**src/rtl/sobel_window_filter.sv**
```systemverilog
// sobel_window_filter: pipelined 3x3 window filter that turns one window per
// valid cycle into one 8-bit pixel. The pixel is either a Sobel gradient
// magnitude (optionally binarised) or a box blur. The block also tracks the
// output position so it can raise end-of-line and end-of-frame pulses.
module sobel_window_filter #(
  parameter int LINE_WIDTH      = 512,
  parameter int LINES_PER_FRAME = 510,
  parameter int THRESHOLD       = 0
) (
  input  logic        clk,
  input  logic        rst,
  input  logic        input_pixel_valid,
  input  logic [71:0] pixel_window,
  input  logic        filter_mode,
  output logic [7:0]  output_pixel,
  output logic        output_pixel_valid,
  output logic        line_done,
  output logic        frame_done
);

  typedef enum logic {MODE_SOBEL = 1'b0, MODE_BLUR = 1'b1} mode_e;

  localparam logic [8:0]  COL_LAST  = 9'(LINE_WIDTH - 1);
  localparam logic [8:0]  LINE_LAST = 9'(LINES_PER_FRAME - 1);
  // The magnitude never exceeds 2040, so clamping the level to 11 bits keeps
  // the comparison exact.
  localparam logic [10:0] THR       = (THRESHOLD > 2047) ? 11'd2047 : 11'(THRESHOLD);
  localparam bit          THR_EN    = (THRESHOLD != 0);

  // Unpack the row-major window: p[0]=p00 ... p[8]=p22.
  logic [7:0] p [9];
  always_comb begin
    for (int i = 0; i < 9; i++) p[i] = pixel_window[71 - 8*i -: 8];
  end

  // ---------------------------------------------------------------- mode latch
  logic [8:0] in_col;
  mode_e      mode_hold;
  mode_e      mode_eff;

  // The first window of a line takes the live mode; the rest of the line reuses it.
  assign mode_eff = (in_col == 9'd0) ? mode_e'(filter_mode) : mode_hold;

  // Input column counter and the per-line mode register.
  always_ff @(posedge clk or negedge rst) begin
    if (!rst) begin
      // NOTE: sequential state is always written with <= so every register
      // samples the pre-edge values, independent of statement order.
      in_col    <= '0;
      mode_hold <= MODE_SOBEL;
    end else if (input_pixel_valid) begin
      in_col <= (in_col == COL_LAST) ? 9'd0 : in_col + 9'd1;
      if (in_col == 9'd0) mode_hold <= mode_e'(filter_mode);
    end
  end

  // ---------------------------------------------------------------- pipeline
  logic        s1_valid, s2_valid, s3_valid;
  mode_e       s1_mode, s2_mode;
  logic [9:0]  s1_left, s1_right, s1_top, s1_bot;
  logic [9:0]  s1_row0, s1_row1, s1_row2;
  logic [9:0]  s2_abs_gx, s2_abs_gy;
  logic [11:0] s2_sum;
  logic [7:0]  s3_pixel;

  logic signed [10:0] gx, gy;
  logic [10:0]        mag;
  logic [7:0]         sobel_px, blur_px, s3_next;

  assign gx  = $signed({1'b0, s1_right}) - $signed({1'b0, s1_left});
  assign gy  = $signed({1'b0, s1_bot})   - $signed({1'b0, s1_top});
  assign mag = {1'b0, s2_abs_gx} + {1'b0, s2_abs_gy};

  // Final pixel: saturated or binarised magnitude, or blur sum * 57 / 512.
  always_comb begin
    // NOTE: every always_comb output gets a default first so no path can
    // leave it unassigned and infer a latch.
    sobel_px = (mag > 11'd255) ? 8'd255 : mag[7:0];
    if (THR_EN) sobel_px = (mag >= THR) ? 8'hFF : 8'h00;
    blur_px  = 8'(({5'b0, s2_sum} * 17'd57) >> 9);
    s3_next  = (s2_mode == MODE_BLUR) ? blur_px : sobel_px;
  end

  // Valid and mode bits move down the pipeline on every clock, bubbles included.
  always_ff @(posedge clk or negedge rst) begin
    if (!rst) begin
      s1_valid <= 1'b0;
      s2_valid <= 1'b0;
      s3_valid <= 1'b0;
      s1_mode  <= MODE_SOBEL;
      s2_mode  <= MODE_SOBEL;
    end else begin
      s1_valid <= input_pixel_valid;
      s2_valid <= s1_valid;
      s3_valid <= s2_valid;
      s1_mode  <= mode_eff;
      s2_mode  <= s1_mode;
    end
  end

  // Datapath stages S1 (partial sums), S2 (differences/abs, blur total), S3 (pixel).
  // NOTE: datapath registers carry no reset; the reset valid bits already
  // mark their contents as meaningless until fresh data arrives.
  always_ff @(posedge clk) begin
    s1_left   <= {2'b0, p[0]} + {1'b0, p[3], 1'b0} + {2'b0, p[6]};
    s1_right  <= {2'b0, p[2]} + {1'b0, p[5], 1'b0} + {2'b0, p[8]};
    s1_top    <= {2'b0, p[0]} + {1'b0, p[1], 1'b0} + {2'b0, p[2]};
    s1_bot    <= {2'b0, p[6]} + {1'b0, p[7], 1'b0} + {2'b0, p[8]};
    s1_row0   <= {2'b0, p[0]} + {2'b0, p[1]} + {2'b0, p[2]};
    s1_row1   <= {2'b0, p[3]} + {2'b0, p[4]} + {2'b0, p[5]};
    s1_row2   <= {2'b0, p[6]} + {2'b0, p[7]} + {2'b0, p[8]};
    s2_abs_gx <= gx[10] ? 10'(-gx) : gx[9:0];
    s2_abs_gy <= gy[10] ? 10'(-gy) : gy[9:0];
    s2_sum    <= {2'b0, s1_row0} + {2'b0, s1_row1} + {2'b0, s1_row2};
    s3_pixel  <= s3_next;
  end

  // ---------------------------------------------------------------- output
  logic [8:0] out_col;
  logic [8:0] line_cnt;

  // Output registers plus column/line tracking for the framing pulses.
  always_ff @(posedge clk or negedge rst) begin
    if (!rst) begin
      output_pixel       <= '0;
      output_pixel_valid <= 1'b0;
      line_done          <= 1'b0;
      frame_done         <= 1'b0;
      out_col            <= '0;
      line_cnt           <= '0;
    end else begin
      output_pixel_valid <= s3_valid;
      line_done          <= 1'b0;
      frame_done         <= 1'b0;
      if (s3_valid) begin
        output_pixel <= s3_pixel;
        if (out_col == COL_LAST) begin
          out_col   <= '0;
          line_done <= 1'b1;
          if (line_cnt == LINE_LAST) begin
            line_cnt   <= '0;
            frame_done <= 1'b1;
          end else begin
            line_cnt <= line_cnt + 9'd1;
          end
        end else begin
          out_col <= out_col + 9'd1;
        end
      end
    end
  end

endmodule

```
**config.mk**
```make
export PLATFORM = sky130hd
export DESIGN_NAME = sobel_window_filter
export DESIGN_NICKNAME = d
export VERILOG_FILES = /design/src/rtl/sobel_window_filter.sv
export SDC_FILE = /design/constraint.sdc
export NUM_CORES = 1
export LEC_CHECK = 0
export ABC_CLOCK_PERIOD_IN_PS = 7700
export CAP_MARGIN = 10
export CORE_MARGIN = 2
export CORE_UTILIZATION = 50
export CTS_CLUSTER_DIAMETER = 100
export DETAILED_ROUTE_END_ITERATION = 6
export PLACE_DENSITY = 0.7
export SLEW_MARGIN = 10
export SYNTH_ARGS = -nofsm -noshare
export SYNTH_HDL_FRONTEND = slang
export SYNTH_SLANG_ARGS = --single-unit
```
**constraint.sdc**
```tcl
create_clock -name clk -period 7.7 [get_ports clk]
set_input_delay 1.54 -clock clk [delete_from_list [all_inputs] [get_ports clk]]
set_output_delay 1.54 -clock clk [all_outputs]
set_load 0.1 [all_outputs]
```
==> Flow_metrics.wiki <==
{| class="wikitable"
! Metric !! Value
|-
| Die X-Extent || roughly 150 um
|-
| Floorplan die height || about 150 um
|-
| Post-CTS Resized || 0
|-
| Worst Path Buf+Inv || 2
|-
| Worst Path Class, Setup || in -> reg
|-
| CTS Root Buffer Type || clkbuf_16
|-
| Initial antenna violation count || 0
|-
| Family of cells with the greatest summed delay on the critical path || adder cells
|-
| Register-to-Register Path Depth || 12
|-
| Launch point of the worst hold path || s1_valid$_DFF_PN0_
|-
| Wire length of the first global-routing pass || ~36000 um
|-
| Layout cells sized above 1 || 0.0459
|-
| Main combinational cell family by area after synthesis || adder cells
|-
| Number of enable-type register cells in the synthesized netlist || 0
|-
| CP Cell Sequence || clkdlybuf4s50_1 > fa_1 > ha_1 > inv_1 > fa_1 > nor2b_1 > o21ai_0 > a21boi_0 > o21ai_0 > nand2b_1 > a21oi_1 > nor2b_1
|-
| Cells after synthesis || ~1000
|-
| Post-CTS setup-driven buffer insertion count || 0
|-
| Cell with the biggest individual delay on the critical path || fa_1
|-
| Adder-cell share of the synthesized area || 0.331
|-
| Endpoints failing hold || 0
|-
| Compound-gate portion of the synthesized area || 0.110
|-
| Number of ports placed on the die boundary || between 80 and 90
|-
| Port Buf Inserts || 86
|-
| Maximum frequency from static timing analysis || ~260 MHz
|-
| Number of nets in the finished design || approximately 1400
|-
| Distinct cells, synth || between 50 and 60
|-
| Number of nets with antenna violations after routing || 0
|-
| Critical path endpoint category || register
|-
| Number of DRC violations after detailed-routing iteration 0 || 244
|-
| Routed vias || slightly above 7000
|-
| Largest incremental delay on the critical path || 0.60 ns
|-
| Syn nets || between 1000 and 1500
|-
| Synthesis-to-finish area growth || 16.7%
|-
| Number of warning messages in the yosys log || 0
|-
| Data required time of the critical path || 8.06 ns
|-
| Transition at the pin with the smallest max-transition slack || around 0.96 ns
|-
| Remaining DRCs || 0
|-
| Simple-gate share of the synthesized area || 0.0921
|-
| Slew headroom || 0.357
|-
| Number of max-slew violations in the final report || 0
|-
| Number of inserted diodes || 0
|-
| Destination of the worst register-to-register timing path || s3_pixel[6]$_DFF_P_
|-
| Total number of H-tree levels || 4
|-
| Tightest Hold Check Type || reg -> reg
|-
| Clock Skew || approximately 0.0087 ns
|-
| Synth Area in XOR/XNOR || 0.0807
|-
| Sequential element share of the synthesized area || 0.314
|-
| Unrepaired setup endpoints after global routing || no
|-
| Clock latency on the worst-skew pair || ~0.43 ns
|-
| Largest net degree at the start of global routing || between 40 and 50
|-
| All-layer global routing usage || 0.208
|-
| Slack of the worst reg-to-reg path || a little over 4 ns
|-
| Post-Syn Area per Cell || between 10 and 15 um2
|-
| Arrival time reported for the critical path endpoint || roughly 4.3 ns
|-
| Global route overflow || 0
|-
| Worst hold slack across all endpoints || around 0.34 ns
|-
| Clock transition at path regs || approximately 0.07 ns
|-
| Hold buffers post-CTS || 0
|-
| Number of register bits inferred by synthesis || 154
|-
| Portion of synthesized cell area occupied by the leading cell type || 0.209
|-
| Most used standard cell by instance count after synthesis || inv_1
|-
| Stages on worst setup path || 12
|-
| Fraction of registers with async set/reset || 0.286
|-
| Leading cell types by count after synthesis || inv_1 (141), ha_1 (133), dfxtp_1 (110)
|-
| Min Tclk post-route || slightly below 4 ns
|-
| Overall die area || around 0.022 mm2
|-
| Starting density of the core || 0.505
|-
| Placeable Area || approximately 0.021 mm2
|-
| Fill cells || 1782
|-
| Mux share of post-synthesis cell area || 0.0178
|-
| Final instance area || 0.0123 mm2
|-
| Top area cells in the synthesized netlist || dfxtp_1 (21%), fa_1 (17%), ha_1 (16%), dfrtp_1 (10%), inv_1 (5.0%)
|-
| Critical register-to-register path startpoint || s2_sum[7]$_DFF_P_
|-
| Number of buffers added by the clock tree synthesis step || 17
|-
| Routability congestion estimate || 0.944
|-
| CP Launch Type || input port
|-
| Area leader, netlist || dfxtp_1
|-
| Routed WL || 21800 um
|-
| Number of placement rows || between 50 and 60
|-
| Final TNS setup || 0 ns
|-
| Estimated wirelength of the detail-placed design || 18500 um
|-
| Post-route fraction of the period consumed by the critical path || 0.507
|-
| Via density per instance || a little over 5
|-
| Status || complete, no violations
|-
| Clock Path Buffers || 2
|-
| Largest fanout on the critical path || 3
|-
| Drt pass-1 iters || 5
|-
| Main flop type after synthesis || dfxtp_1
|-
| Via count of the first global-routing pass || 7500
|-
| Cell area after synthesis || between 0.01 and 0.015 mm2
|-
| Average detailed-routed wire length per instance || roughly 15 um
|-
| Setup crit end || s1_row0[9]$_DFF_P_
|-
| Launching element of the worst setup path || pixel_window[49]
|-
| # setup viols final || 0
|-
| Max-capacitance violation count || 0
|-
| Number of clock sinks seen by CTS || approximately 150
|-
| Area after DPL || about 0.012 mm2
|-
| Clock tree from TritonCTS || done
|}
-- metal layers --
| layer | routed length (um) | global-route usage | part of all wire |
|---|---|---|---|
| met5 | 0 | 0 | 0 |
| met4 | 574 | 0.0762 | 0.026 |
| met3 | 946 | 0.0416 | 0.043 |
| met2 | 10600 | 0.366 | 0.49 |
| met1 | 9660 | 0.252 | 0.44 |
-- final cells by class --
type,count,area [um2],share of cell area
Clock buffer,17,425,0.0346
Clock inverter,15,175,0.0143
Inverter,141,529,0.0431
Multi-Input combinational cell,721,6650,0.542
Sequential cell,154,3300,0.269
Tap cell,275,344,0.0280
Timing Repair Buffer,86,856,0.0697
-- sequential cells by signal, indices dropped and copies added, names as in the netlist, 8 cells and up --
| name | flops |
|---|---|
| s2_sum | 12 |
| in_col | 9 |
| s2_abs_gx | 10 |
| s1_bot | 10 |
| line_cnt | 9 |
| s1_left | 10 |
| s1_top | 10 |
| s1_row0 | 10 |
| output_pixel | 8 |
| s1_right | 10 |
| s2_abs_gy | 10 |
| s1_row2 | 10 |
| s1_row1 | 10 |
| s3_pixel | 8 |
| out_col | 9 |
-- kinds of logic (layout without fill, tap and decap cells) --
group,Yosys count,count (layout)
xor gates and xnor gates,97,97
adders and majority gates,224,224
muxes,17,17
AOI/OAI and AO/OA,188,188
DFF,154,154
and+or+nand+nor,195,195
buffers and inverters,149,259
-- metrics by stage --
stage,instances,worst slack (ns),util
after floorplan,1024,4.21,-
after global placement,1377,3.42,0.561
after detailed placement,1377,3.34,0.561
after CTS,1409,3.78,0.590
after global routing,1409,3.63,0.590
final,1409,3.80,0.590
-- worst min path at each step --
stage | slack (ns) | to | cells past startpoint
floorplan | 0.33 | s2_mode$_DFF_PN0_ | 0
global placement | 0.33 | s2_valid$_DFF_PN0_ | 0
detailed placement | 0.33 | s2_valid$_DFF_PN0_ | 0
CTS | 0.34 | s2_valid$_DFF_PN0_ | 0
global route | 0.35 | s2_valid$_DFF_PN0_ | 0
finish | 0.34 | s2_valid$_DFF_PN0_ | 0
-- layout by cell type (no fill, tap or decap), types with 17 or more instances in the layout --
cell type        synthesis  final
a21o_1                  23     23
a21oi_1                 49     49
clkbuf_16                0     17
clkdlybuf4s50_1          0     85
dfrtp_1                 44     44
dfxtp_1                110    110
fa_1                    91     91
ha_1                   133    133
inv_1                  141    141
nand2_1                 39     39
nand2b_1                21     21
nor2_1                  68     68
o21ai_0                 61     61
xnor2_1                 55     55
xor2_1                  42     42
Power is left out: the tool's default activity adds up to more than one toggle a clock period on the data nets, which glitch-free logic cannot reach.
